## src/rtl/skinny_sbox8_dom1_serial_ctrl_pkg.sv

```systemverilog
// Shared types and constants for the serial DOM1 S-box sequencer.
package skinny_sbox8_dom1_serial_ctrl_pkg;

    localparam int SBOX_W    = 8;
    localparam int SBOX_LAT  = 2;
    localparam int RND_W_DEF = 25;

    typedef enum logic [2:0] {
        IDLE   = 3'd0,
        WAIT   = 3'd1,
        EVAL_A = 3'd2,
        EVAL_B = 3'd3,
        FLUSH  = 3'd4
    } state_t;

endpackage

```

## src/rtl/skinny_sbox8_dom1_serial_ctrl_if.sv

```systemverilog
// Randomness handshake plus the bus to the shared masked S-box.
interface skinny_sbox8_dom1_serial_ctrl_if
    import skinny_sbox8_dom1_serial_ctrl_pkg::*;
#(
    parameter int RND_W = RND_W_DEF
);
    logic [RND_W-1:0]  rnd;
    logic              rnd_valid;
    logic              rnd_ready;
    logic [SBOX_W-1:0] sbox_si0;
    logic [SBOX_W-1:0] sbox_si1;
    logic [RND_W-1:0]  sbox_r;
    logic [SBOX_W-1:0] sbox_bo0;
    logic [SBOX_W-1:0] sbox_bo1;

    // master is the sequencer, slave is the randomness source / S-box side
    modport master (
        input  rnd, rnd_valid, sbox_bo0, sbox_bo1,
        output rnd_ready, sbox_si0, sbox_si1, sbox_r
    );
    modport slave (
        output rnd, rnd_valid, sbox_bo0, sbox_bo1,
        input  rnd_ready, sbox_si0, sbox_si1, sbox_r
    );
endinterface

```

## src/rtl/skinny_sbox8_byte_mux.sv

```systemverilog
// Byte select of both state shares plus an enabled in-place write-back.
module skinny_sbox8_byte_mux
    import skinny_sbox8_dom1_serial_ctrl_pkg::*;
#(
    parameter int NBYTES = 16,
    parameter int IW     = 4
) (
    input  logic [SBOX_W*NBYTES-1:0] st0,
    input  logic [SBOX_W*NBYTES-1:0] st1,
    input  logic [IW-1:0]            rd_idx,
    output logic [SBOX_W-1:0]        rd0,
    output logic [SBOX_W-1:0]        rd1,
    input  logic                     wr_en,
    input  logic [IW-1:0]            wr_idx,
    input  logic [SBOX_W-1:0]        wr0,
    input  logic [SBOX_W-1:0]        wr1,
    output logic [SBOX_W*NBYTES-1:0] nxt0,
    output logic [SBOX_W*NBYTES-1:0] nxt1
);
    assign rd0 = st0[rd_idx*SBOX_W +: SBOX_W];
    assign rd1 = st1[rd_idx*SBOX_W +: SBOX_W];

    for (genvar b = 0; b < NBYTES; b++) begin : g_byte
        logic sel;
        assign sel = wr_en && (wr_idx == IW'(b));
        assign nxt0[b*SBOX_W +: SBOX_W] = sel ? wr0 : st0[b*SBOX_W +: SBOX_W];
        assign nxt1[b*SBOX_W +: SBOX_W] = sel ? wr1 : st1[b*SBOX_W +: SBOX_W];
    end
endmodule

```

## src/rtl/skinny_sbox8_dom1_serial_ctrl.sv

```systemverilog
// Serial sequencer feeding a 2-share state byte-by-byte through one DOM1 S-box.
// Optional SKINNY_SBOX_CTRL_ZERO_IDLE_EN zeroes S-box inputs/mask outside evaluation.
module skinny_sbox8_dom1_serial_ctrl
    import skinny_sbox8_dom1_serial_ctrl_pkg::*;
#(
    parameter int NBYTES = 16,
    parameter int RND_W  = RND_W_DEF
) (
    input  logic                            clk,
    input  logic                            rst,
    input  logic                            start,
    input  logic [SBOX_W*NBYTES-1:0]        si0,
    input  logic [SBOX_W*NBYTES-1:0]        si1,
    skinny_sbox8_dom1_serial_ctrl_if.master sb,
    output logic [SBOX_W*NBYTES-1:0]        so0,
    output logic [SBOX_W*NBYTES-1:0]        so1,
    output logic                            busy,
    output logic                            done
);
    localparam int            IW   = (NBYTES > 1) ? $clog2(NBYTES) : 1;
    localparam logic [IW-1:0] LAST = IW'(NBYTES - 1);

    state_t                    state, state_n;
    logic [IW-1:0]             idx, idx_n, wr_idx;
    logic                      cap_pend, rdy, r_ld, done_q;
    logic [RND_W-1:0]          r_hold;
    logic [SBOX_W*NBYTES-1:0]  st0, st1, nxt0, nxt1;
    logic [SBOX_W-1:0]         rd0, rd1, bsi0, bsi1;

    always_comb begin
        state_n = state;
        idx_n   = idx;
        rdy     = 1'b0;
        r_ld    = 1'b0;
        unique case (state)
            IDLE: if (start) begin
                state_n = WAIT;
                idx_n   = '0;
            end
            WAIT: begin
                rdy = 1'b1;
                if (sb.rnd_valid) begin
                    r_ld    = 1'b1;
                    state_n = EVAL_A;
                end
            end
            EVAL_A: state_n = EVAL_B;
            EVAL_B: begin
                if (idx == LAST) begin
                    state_n = FLUSH;
                end else begin
                    rdy     = 1'b1;
                    r_ld    = sb.rnd_valid;
                    idx_n   = idx + 1'b1;
                    state_n = sb.rnd_valid ? EVAL_A : WAIT;
                end
            end
            FLUSH:   state_n = IDLE;
            default: state_n = IDLE;
        endcase
    end

    // The S-box result lands one cycle after EVAL_B; the last byte keeps idx.
    assign wr_idx = (state == FLUSH) ? idx : idx - 1'b1;

    skinny_sbox8_byte_mux #(.NBYTES(NBYTES), .IW(IW)) u_mux (
        .st0    (st0),
        .st1    (st1),
        .rd_idx (idx_n),
        .rd0    (rd0),
        .rd1    (rd1),
        .wr_en  (cap_pend),
        .wr_idx (wr_idx),
        .wr0    (sb.sbox_bo0),
        .wr1    (sb.sbox_bo1),
        .nxt0   (nxt0),
        .nxt1   (nxt1)
    );

    always_ff @(posedge clk) begin
        if (rst) begin
            state    <= IDLE;
            idx      <= '0;
            cap_pend <= 1'b0;
            r_hold   <= '0;
            st0      <= '0;
            st1      <= '0;
            bsi0     <= '0;
            bsi1     <= '0;
            done_q   <= 1'b0;
        end else begin
            state    <= state_n;
            idx      <= idx_n;
            cap_pend <= (state == EVAL_B);
            done_q   <= (state == FLUSH);
            if (state == IDLE && start) begin
                st0 <= si0;
                st1 <= si1;
            end else begin
                st0 <= nxt0;
                st1 <= nxt1;
            end
            if (r_ld) r_hold <= sb.rnd;
`ifdef SKINNY_SBOX_CTRL_ZERO_IDLE_EN
            else if (state == FLUSH) r_hold <= '0;
`endif
            // Inputs are loaded once on entry to EVAL_A and held through EVAL_B.
            if (state_n == EVAL_A) begin
                bsi0 <= rd0;
                bsi1 <= rd1;
            end
`ifdef SKINNY_SBOX_CTRL_ZERO_IDLE_EN
            else if (state_n != EVAL_B) begin
                bsi0 <= '0;
                bsi1 <= '0;
            end
`endif
        end
    end

    assign sb.rnd_ready = rdy;
    assign sb.sbox_si0  = bsi0;
    assign sb.sbox_si1  = bsi1;
`ifdef SKINNY_SBOX_CTRL_ZERO_IDLE_EN
    assign sb.sbox_r    = (state == EVAL_A || state == EVAL_B) ? r_hold : '0;
`else
    assign sb.sbox_r    = r_hold;
`endif
    assign so0  = st0;
    assign so1  = st1;
    assign busy = (state != IDLE);
    assign done = done_q;
endmodule

```

## src/flat_wrapper.sv

```systemverilog
// flat-port wrapper written by rule: the top's interface ports become plain ports
module skinny_sbox8_dom1_serial_ctrl_flat import skinny_sbox8_dom1_serial_ctrl_pkg::*;
#(
    parameter int NBYTES = 16,
    parameter int RND_W  = RND_W_DEF
)
  (clk, rst, start, si0, si1, so0, so1, busy, done, sb_rnd, sb_rnd_valid, sb_sbox_bo0, sb_sbox_bo1, sb_rnd_ready, sb_sbox_si0, sb_sbox_si1, sb_sbox_r);
  skinny_sbox8_dom1_serial_ctrl_if #(.RND_W(RND_W)) sb_i ();
  input  logic clk;
  input  logic rst;
  input  logic start;
  input  logic [SBOX_W*NBYTES-1:0] si0;
  input  logic [SBOX_W*NBYTES-1:0] si1;
  output logic [SBOX_W*NBYTES-1:0] so0;
  output logic [SBOX_W*NBYTES-1:0] so1;
  output logic busy;
  output logic done;
  input wire logic [$bits(sb_i.rnd)-1:0] sb_rnd;
  input wire logic [$bits(sb_i.rnd_valid)-1:0] sb_rnd_valid;
  input wire logic [$bits(sb_i.sbox_bo0)-1:0] sb_sbox_bo0;
  input wire logic [$bits(sb_i.sbox_bo1)-1:0] sb_sbox_bo1;
  output wire logic [$bits(sb_i.rnd_ready)-1:0] sb_rnd_ready;
  output wire logic [$bits(sb_i.sbox_si0)-1:0] sb_sbox_si0;
  output wire logic [$bits(sb_i.sbox_si1)-1:0] sb_sbox_si1;
  output wire logic [$bits(sb_i.sbox_r)-1:0] sb_sbox_r;
  assign sb_i.rnd = sb_rnd;
  assign sb_i.rnd_valid = sb_rnd_valid;
  assign sb_i.sbox_bo0 = sb_sbox_bo0;
  assign sb_i.sbox_bo1 = sb_sbox_bo1;
  assign sb_rnd_ready = sb_i.rnd_ready;
  assign sb_sbox_si0 = sb_i.sbox_si0;
  assign sb_sbox_si1 = sb_i.sbox_si1;
  assign sb_sbox_r = sb_i.sbox_r;
  skinny_sbox8_dom1_serial_ctrl #(.NBYTES(NBYTES), .RND_W(RND_W)) u_core (.clk(clk), .rst(rst), .start(start), .si0(si0), .si1(si1), .sb(sb_i), .so0(so0), .so1(so1), .busy(busy), .done(done));
endmodule
```

## config.mk

```make
export PLATFORM = sky130hd
export DESIGN_NAME = skinny_sbox8_dom1_serial_ctrl_flat
export DESIGN_NICKNAME = d
export VERILOG_FILES = /design/src/rtl/skinny_sbox8_dom1_serial_ctrl_pkg.sv /design/src/rtl/skinny_sbox8_dom1_serial_ctrl_if.sv /design/src/rtl/skinny_sbox8_byte_mux.sv /design/src/rtl/skinny_sbox8_dom1_serial_ctrl.sv /design/src/flat_wrapper.sv
export SDC_FILE = /design/constraint.sdc
export NUM_CORES = 1
export LEC_CHECK = 0
export CORE_AREA = 2 2 237 239
export CTS_BUF_LIST = sky130_fd_sc_hd__clkbuf_8 sky130_fd_sc_hd__clkbuf_16
export CTS_CLUSTER_SIZE = 10
export DETAILED_ROUTE_END_ITERATION = 7
export DIE_AREA = 0 0 239 241
export GPL_ROUTABILITY_DRIVEN = 0
export PLACE_DENSITY = 0.6
export SETUP_SLACK_MARGIN = 0.1
export SLEW_MARGIN = 30
export SYNTH_ARGS = -nofsm -noshare
export SYNTH_HDL_FRONTEND = slang
export SYNTH_SLANG_ARGS = --single-unit
export TNS_END_PERCENT = 1
```

## constraint.sdc

```tcl
create_clock -name clk -period 3.5 [get_ports clk]
set_input_delay 0.525 -clock clk [delete_from_list [all_inputs] [get_ports clk]]
set_output_delay 0.525 -clock clk [all_outputs]
set_load 0.03 [all_outputs]
```

==> results.md, run 1 <==
- Final Hold Viols: 0
- Vias in the first global route: 17884
- Failing checks: DRC
- Clock power share: 0.348
- Starting Density: 0.3013
- Hold depth: 2
- Worst Skew: 0.02937 ns
- WP data required: 3.97 ns
- Crit path max fanout: 16
- Final TNS setup: 0 ns
- CTS clock-pin slew for the worst setup and hold paths: 0.06 ns
- Initial antenna violation count: 6
- Die Ht: 241 um
- Crit path launch type: flop
- Net count after synthesis: 2239
- Synthesized area: 16530 sq um
- Min-Delay Path Class: in2reg
- Die ar.: 57600 sq um
- Psw: 3.698 mW
- First-pass GRT wire length: 124700 um
- Post-synthesis sequential area ratio: 0.3705
- DRC errors left: 1
- Count of input and output buffers: 600
- Final number of setup-violating endpoints: 0
- Mean Syn Cell Area: 8.539 sq um
- Worst r2r src: u_core.idx[1]$_SDFF_PP0_
- Sw Ratio: 0.3399
- Post-synthesis async set-or-reset flop share: 0
- R2R setup slack: 0.28 ns
- Die width: 239 um
- Status: finished with violations
- Fill cells: 5367
- Row count: 86
- Core area: 54880 sq um
- Hold path start: rst
- # IOs: 601
- Combinational power share: 0.256
- Htree depth: 2
- Nets: 2766
- PwrDens: 445.9 nW/um^2
- Largest net degree at the start of global routing: 125
- Grt ovf: 0
- TritonRoute pass-1 iters: 8
- Slew at the pin closest to its max-slew limit: 0.9997 ns
- Gr usage total: 0.2928
- Met2 WL: 40700 um
- Hold-fix buffer count after cts: 0
- Period Utilization, post-route: 0.9200
- RSZ-0062 raised after global routing: no
- CTS tree: done
- Syn Inst Count: 1936
- Sequential fraction of design power: 0.396
- Worst reg2reg path depth: 10
- Internal power: 7.182 mW
- Slew margin rel.: 0.3314
- Final min period: 3.220 ns
- Routed wire length: 88150 um
- RR Endpoint: u_core.sb.sbox_si1[0]$_SDFFE_PP0N_
- PostCTS Resize Cnt: 0
- P_leak: 8.445 nW
- Post-route setup slack: 0.2800 ns
- Antenna-violating nets left: 0
- CTS max path bufs: 3
- Max cap viols: 0
- Worst-Skew Late Latency: 0.57 ns
- Hold Slack: 0.4067 ns
- Pre-CTS WS: 0.1187 ns
- Vias per cell: 5.781
- CP peak stage delay: 0.54 ns
- Layout cells sized above 1: 0.07295
- Fmax: 0.3106 GHz
- Post-detail-place hpwl: 66840 um
- CTS Sinks: 306
- Area Overhead vs Synth: 47.60%
- Worst Hold End: u_core.idx[2]$_SDFF_PP0_
- Slew Viols, Final: 0
- Met1 wire length: 36740 um
- CP Cell Sequence: ha_1 -> nand3_1 -> nand3_1 -> and2_4 -> buf_4 -> mux2i_1 -> mux2i_1 -> buf_4 -> o221ai_1 -> a211oi_1
- Number of flops mapped to enable cells by yosys: 0
- Wire length per cell: 27.65 um
- Inserted Clock Buffers: 39
- Critical Path Sink Type: flop
- Synth Register Bits: 306
- Wire length on met3: 6988 um
- Distinct cell type count after synthesis: 69
- VDD IR-drop max: 270.1 uV
- Critical path's slowest cell: dfxtp_1
- Setup CP Type: reg2reg
- Top layer in use: met5
- Yosys Warn Count: 0
- Critical Path AT: 3.69 ns
- CTS root buf: clkbuf_16
- Setup bufs post-CTS: 0
- Via count: 18430
- Initial DRC count: 1666
- Main synth FF type: dfxtp_1
[cells in the final DEF (no fill, tap or decap), types with 4 or more instances in the layout]
cell,synthesis,final
clkbuf_16,0,39
inv_1,9,17
nor2_2,6,5
a222oi_1,15,15
o2bb2ai_1,13,13
clkbuf_8,0,4
o21ai_0,17,17
nand3_1,32,32
buf_4,8,80
a21oi_1,65,65
a221oi_1,15,15
o22ai_1,61,61
a2111oi_0,4,4
nor2_8,4,4
mux2i_1,284,284
o221ai_1,28,28
a211oi_1,275,274
o22a_1,8,8
a31oi_1,15,15
clkdlybuf4s50_1,0,597
nor2_1,292,291
nor4_1,7,7
a311oi_1,6,6
buf_12,0,7
nor2_4,5,7
a2bb2oi_1,4,4
nor3_1,16,16
nand2_1,186,185
a21boi_0,5,5
dfxtp_1,306,305
[routing by layer]
metal / vias up / global-route usage
li1: 8271 / -
met1: 8958 / 0.3755
met2: 995 / 0.4778
met3: 204 / 0.06256
met4: 2 / 0.1201
met5: - / 0
[critical path, delay by kind of cell, from the launching register on]
kind                     cells  cell delay [ns]
multiplexers                 2             0.39
flip-flops                   1             0.54
adder cells (fa/ha/maj)      1             0.32
buffers and inverters        2             0.44
AND/OR/NAND/NOR              3             1.10
AO/OA/AOI/OAI                2             0.31
[sequential cells by signal, summed over array words and instances (netlist names)]
register,flops
u_core.so0,128
u_core.so1,128
u_core.sb.sbox_r,25
u_core.sb.sbox_si0,8
u_core.sb.sbox_si1,8
u_core.idx,4
u_core.state,3
u_core.cap_pend,1
u_core.done,1
[Yosys cell counts (all sizes together) (5+ instances only)]
master / instances / share of area
o221ai: 28 / 0.015
mux2i: 284 / 0.17
nand3: 32 / 0.0097
a21boi: 5 / 0.0023
a2bb2oi: 5 / 0.0030
o22a: 8 / 0.0042
nand2: 188 / 0.043
o21ai: 20 / 0.0072
inv: 9 / 0.0020
a221oi: 15 / 0.0079
a211oi: 276 / 0.13
nor4: 7 / 0.0026
buf: 62 / 0.026
a31oi: 15 / 0.0057
clkbuf: 139 / 0.032
o22ai: 61 / 0.023
a222oi: 15 / 0.0091
nor2: 307 / 0.077
o2bb2ai: 13 / 0.0069
nor3: 16 / 0.0048
a21oi: 66 / 0.020
dfxtp: 306 / 0.37
a311oi: 6 / 0.0032
[how the worst max path moves through the flow]
stage	startpoint	end	slack, ns	cells past startpoint
CTS	u_core.idx[0]$_SDFF_PP0_	u_core.so0[89]$_SDFFE_PP0P_	0.38	9
global placement	start	u_core.sb.sbox_si0[2]$_SDFFE_PP0N_	0.13	8
global route	u_core.idx[0]$_SDFF_PP0_	u_core.so0[89]$_SDFFE_PP0P_	0.10	9
detailed placement	start	u_core.sb.sbox_si1[0]$_SDFFE_PP0N_	0.12	10
finish	u_core.idx[1]$_SDFF_PP0_	u_core.sb.sbox_si1[0]$_SDFFE_PP0N_	0.28	10
floorplan	u_core.idx[0]$_SDFF_PP0_	u_core.so1[37]$_SDFFE_PP0P_	0.41	12
[layout make-up]
cell class	instances	area [sq um]	area share
Multi-Input combinational cell	1419	9459	0.3877
Antenna cell	3	7.507	0.0003077
Inverter	10	37.54	0.001538
Tap cell	704	880.8	0.03610
Clock buffer	43	1031	0.04225
Sequential cell	306	6130	0.2512
Clock inverter	16	107.6	0.004410
Timing Repair Buffer	687	6748	0.2765
[metrics by stage]
stage	area (sq um)	util	power, mW	std cells
after CTS	24400	0.4446	10.93	3185
after global routing	24400	0.4446	11.22	3186
after global placement	23260	0.4238	7.123	3126
after detailed placement	23260	0.4238	7.138	3126
after floorplan	16530	-	5.584	1936
final	24400	0.4446	10.88	3188
[power by group through the flow]
stage	combinational (mW)	clock, mW	sequential [mW]
2_1_floorplan	0.891	0	4.69
3_3_place_gp	2.74	0	4.39
3_5_place_dp	2.77	0	4.37
4_1_cts	2.78	3.85	4.30
5_1_grt	2.94	3.94	4.34
6_report	2.78	3.78	4.31
[cell families after synthesis]
logic type,count (synthesis),synth area share
buffers and inverters,211,0.05934
AND/OR/NAND/NOR,575,0.1496
multiplexers,286,0.1735
adder cells (fa/ha/maj),2,0.001513
flip-flops,306,0.3705
XOR/XNOR,1,0.0005299
AO/OA/AOI/OAI,555,0.2450
Power figures use the tool's default switching activity.
==> inputs of run 2 (changes only) <==
CTS_CLUSTER_DIAMETER = 150   (was not set)
SLEW_MARGIN = 15   (was 30)
==> run 2 against run 1 <==
The flow now finishes without violations; hold slack is essentially flat; cell count down 0.56%; non-clock buffer count did not move; via count fell by 0.15%; power fell by 2.9%.
==> results.md, run 2 (same netlist as run 1, synthesis figures left out) <==
- Status: completed
- Post-detail-place hpwl: 66820 um
- WP buf/inv: 0
- Slew Viols, Final: 0
- CP Cell Sequence: or3b_1 -> nand2_2 -> or4_4 -> mux2_4 -> nor2_8 -> mux2i_1 -> a211oi_1
- Fill cells: 5349
- Final number of setup-violating endpoints: 0
- CP peak stage delay: 0.63 ns
- TritonRoute pass-1 iters: 7
- Final min period: 3.223 ns
- Crit path max fanout: 16
- Die width: 239 um
- Hold-fix buffer count after cts: 0
- Hold depth: 2
- CTS tree: done
- Max cap viols: 0
- Nets: 2763
- Slew margin rel.: 0.2319
- Critical path's slowest cell: dfxtp_1
- P_leak: 8.332 nW
- Initial antenna violation count: 5
- VDD IR-drop max: 315.7 uV
- Crit path max-delay family: simple AND/OR/NAND/NOR gates
- Antenna-violating nets left: 0
- # IOs: 601
- Period Utilization, post-route: 0.9210
- Count of input and output buffers: 600
- Min-Delay Path Class: in2reg
- Fmax: 0.3102 GHz
- Crit path launch type: flop
- Register area: 6130 sq um
- WP data required: 3.93 ns
- Via count: 18402
- Slew at the pin closest to its max-slew limit: 1.152 ns
- Largest net degree at the start of global routing: 125
- DRC errors left: 0
- Final TNS setup: 0 ns
- Critical Path Sink Type: flop
- Multi-input combinational cell area: 9464 sq um
- Die Ht: 241 um
- Grt ovf: 0
- Critical Path AT: 3.66 ns
- Initial DRC count: 2067
- Pwr Total: 10.56 mW
- Layout cells sized above 1: 0.06862
- CP Depth: 7
- Final Hold Viols: 0
- Row count: 86
- CTS root buf: clkbuf_16
- Most common cell after layout, fill and taps aside: clkdlybuf4s50_1
- Wire length per cell: 27.82 um
- CTS clock-pin slew for the worst setup and hold paths: 0.06 ns
- Die ar.: 57600 sq um
- Core area: 54880 sq um
- Worst Skew: 0.02844 ns
- Worst-Skew Late Latency: 0.56 ns
- Inserted Clock Buffers: 36
- Htree depth: 2
- Vias in the first global route: 17709
- Gr usage total: 0.2925
- Routed wire length: 88180 um
- RSZ-0062 raised after global routing: no
- Setup CP Type: reg2reg
- Worst reg2reg path depth: 7
- Most frequent cells in the layout: clkdlybuf4s50_1 (598), dfxtp_1 (305), nor2_1 (291), mux2i_1 (284), a211oi_1 (274)
- First-pass GRT wire length: 124500 um
- Starting Density: 0.3013
- CTS max path bufs: 3
- CTS Sinks: 306
- Area Overhead vs Synth: 46.66%
- PwrDens: 435.7 nW/um^2
- Vias per cell: 5.805
[run 2: changes by cell type in the layout (fill, tap and decap cells not counted), sizes merged]
cell / change
clkinv: -3
clkdlybuf4s50: +1
clkbuf: -6
inv: -9
buf: -1
[run 2: per-stage QoR]
| step | util | cells | setup WS, ns | hold WS, ns | cell area (sq um) |
|---|---|---|---|---|---|
| floorplan | - | 1936 | 0.4126 | 0.5841 | 16530 |
| global route | 0.4417 | 3168 | 0.1833 | 0.4304 | 24240 |
| global placement | 0.4238 | 3126 | 0.1270 | 0.4414 | 23260 |
| detailed placement | 0.4238 | 3126 | 0.1293 | 0.4497 | 23260 |
| finish | 0.4418 | 3170 | 0.2765 | 0.4063 | 24250 |
| CTS | 0.4416 | 3167 | 0.3568 | 0.3775 | 24230 |
[run 2: cell type report]
| class | count | area share |
|---|---|---|
| clock buffer | 37 | 0.03819 |
| inverter | 10 | 0.001548 |
| multi-input combinational | 1419 | 0.3903 |
| clock inverter | 4 | 0.002116 |
| tap | 704 | 0.03633 |
| timing repair buffer | 687 | 0.2784 |
| sequential | 306 | 0.2528 |
| antenna | 3 | 0.0003096 |
[run 2: worst reg2reg max path, cell delays in order (launching register included)]
cell and delay (ns):
dfxtp_1 0.63, or3b_1 0.48, nand2_2 0.14, or4_4 0.46
mux2_4 0.38, nor2_8 0.52, mux2i_1 0.19, a211oi_1 0.32
[run 2: final timing paths]
path | from | end | slack, ns
worst min-delay path | rst | u_core.idx[2]$_SDFF_PP0_ | 0.41
worst min register to register | u_core.sb.sbox_r[14]$_SDFFE_PP0P_ | u_core.sb.sbox_r[14]$_SDFFE_PP0P_ | 0.45
worst max-delay path | u_core.state[1]$_SDFF_PP0_ | u_core.so0[102]$_SDFFE_PP0P_ | 0.28
worst max register to register | u_core.state[1]$_SDFF_PP0_ | u_core.so0[102]$_SDFFE_PP0P_ | 0.28
[run 2: power breakdown]
group	internal (mW)	total, mW	switching, mW
Combinational	1.22	2.78	1.56
Sequential	3.80	4.32	0.517
Clock	1.94	3.46	1.52
[run 2: routing by layer]
metal / vias up / global-route usage / wire (um)
met3: 193 / 0.05627 / 6859
met2: 1016 / 0.4856 / 41130
met1: 8946 / 0.3782 / 36840
met4: 2 / 0.1047 / 3341
met5: - / 0 / 13
li1: 8245 / - / -
[run 2: repair_timing]
item / in CTS / in global routing
setup buffers: 0 / 0
endpoints found under the setup margin: 0 / 6
gates resized for setup: 0 / 1
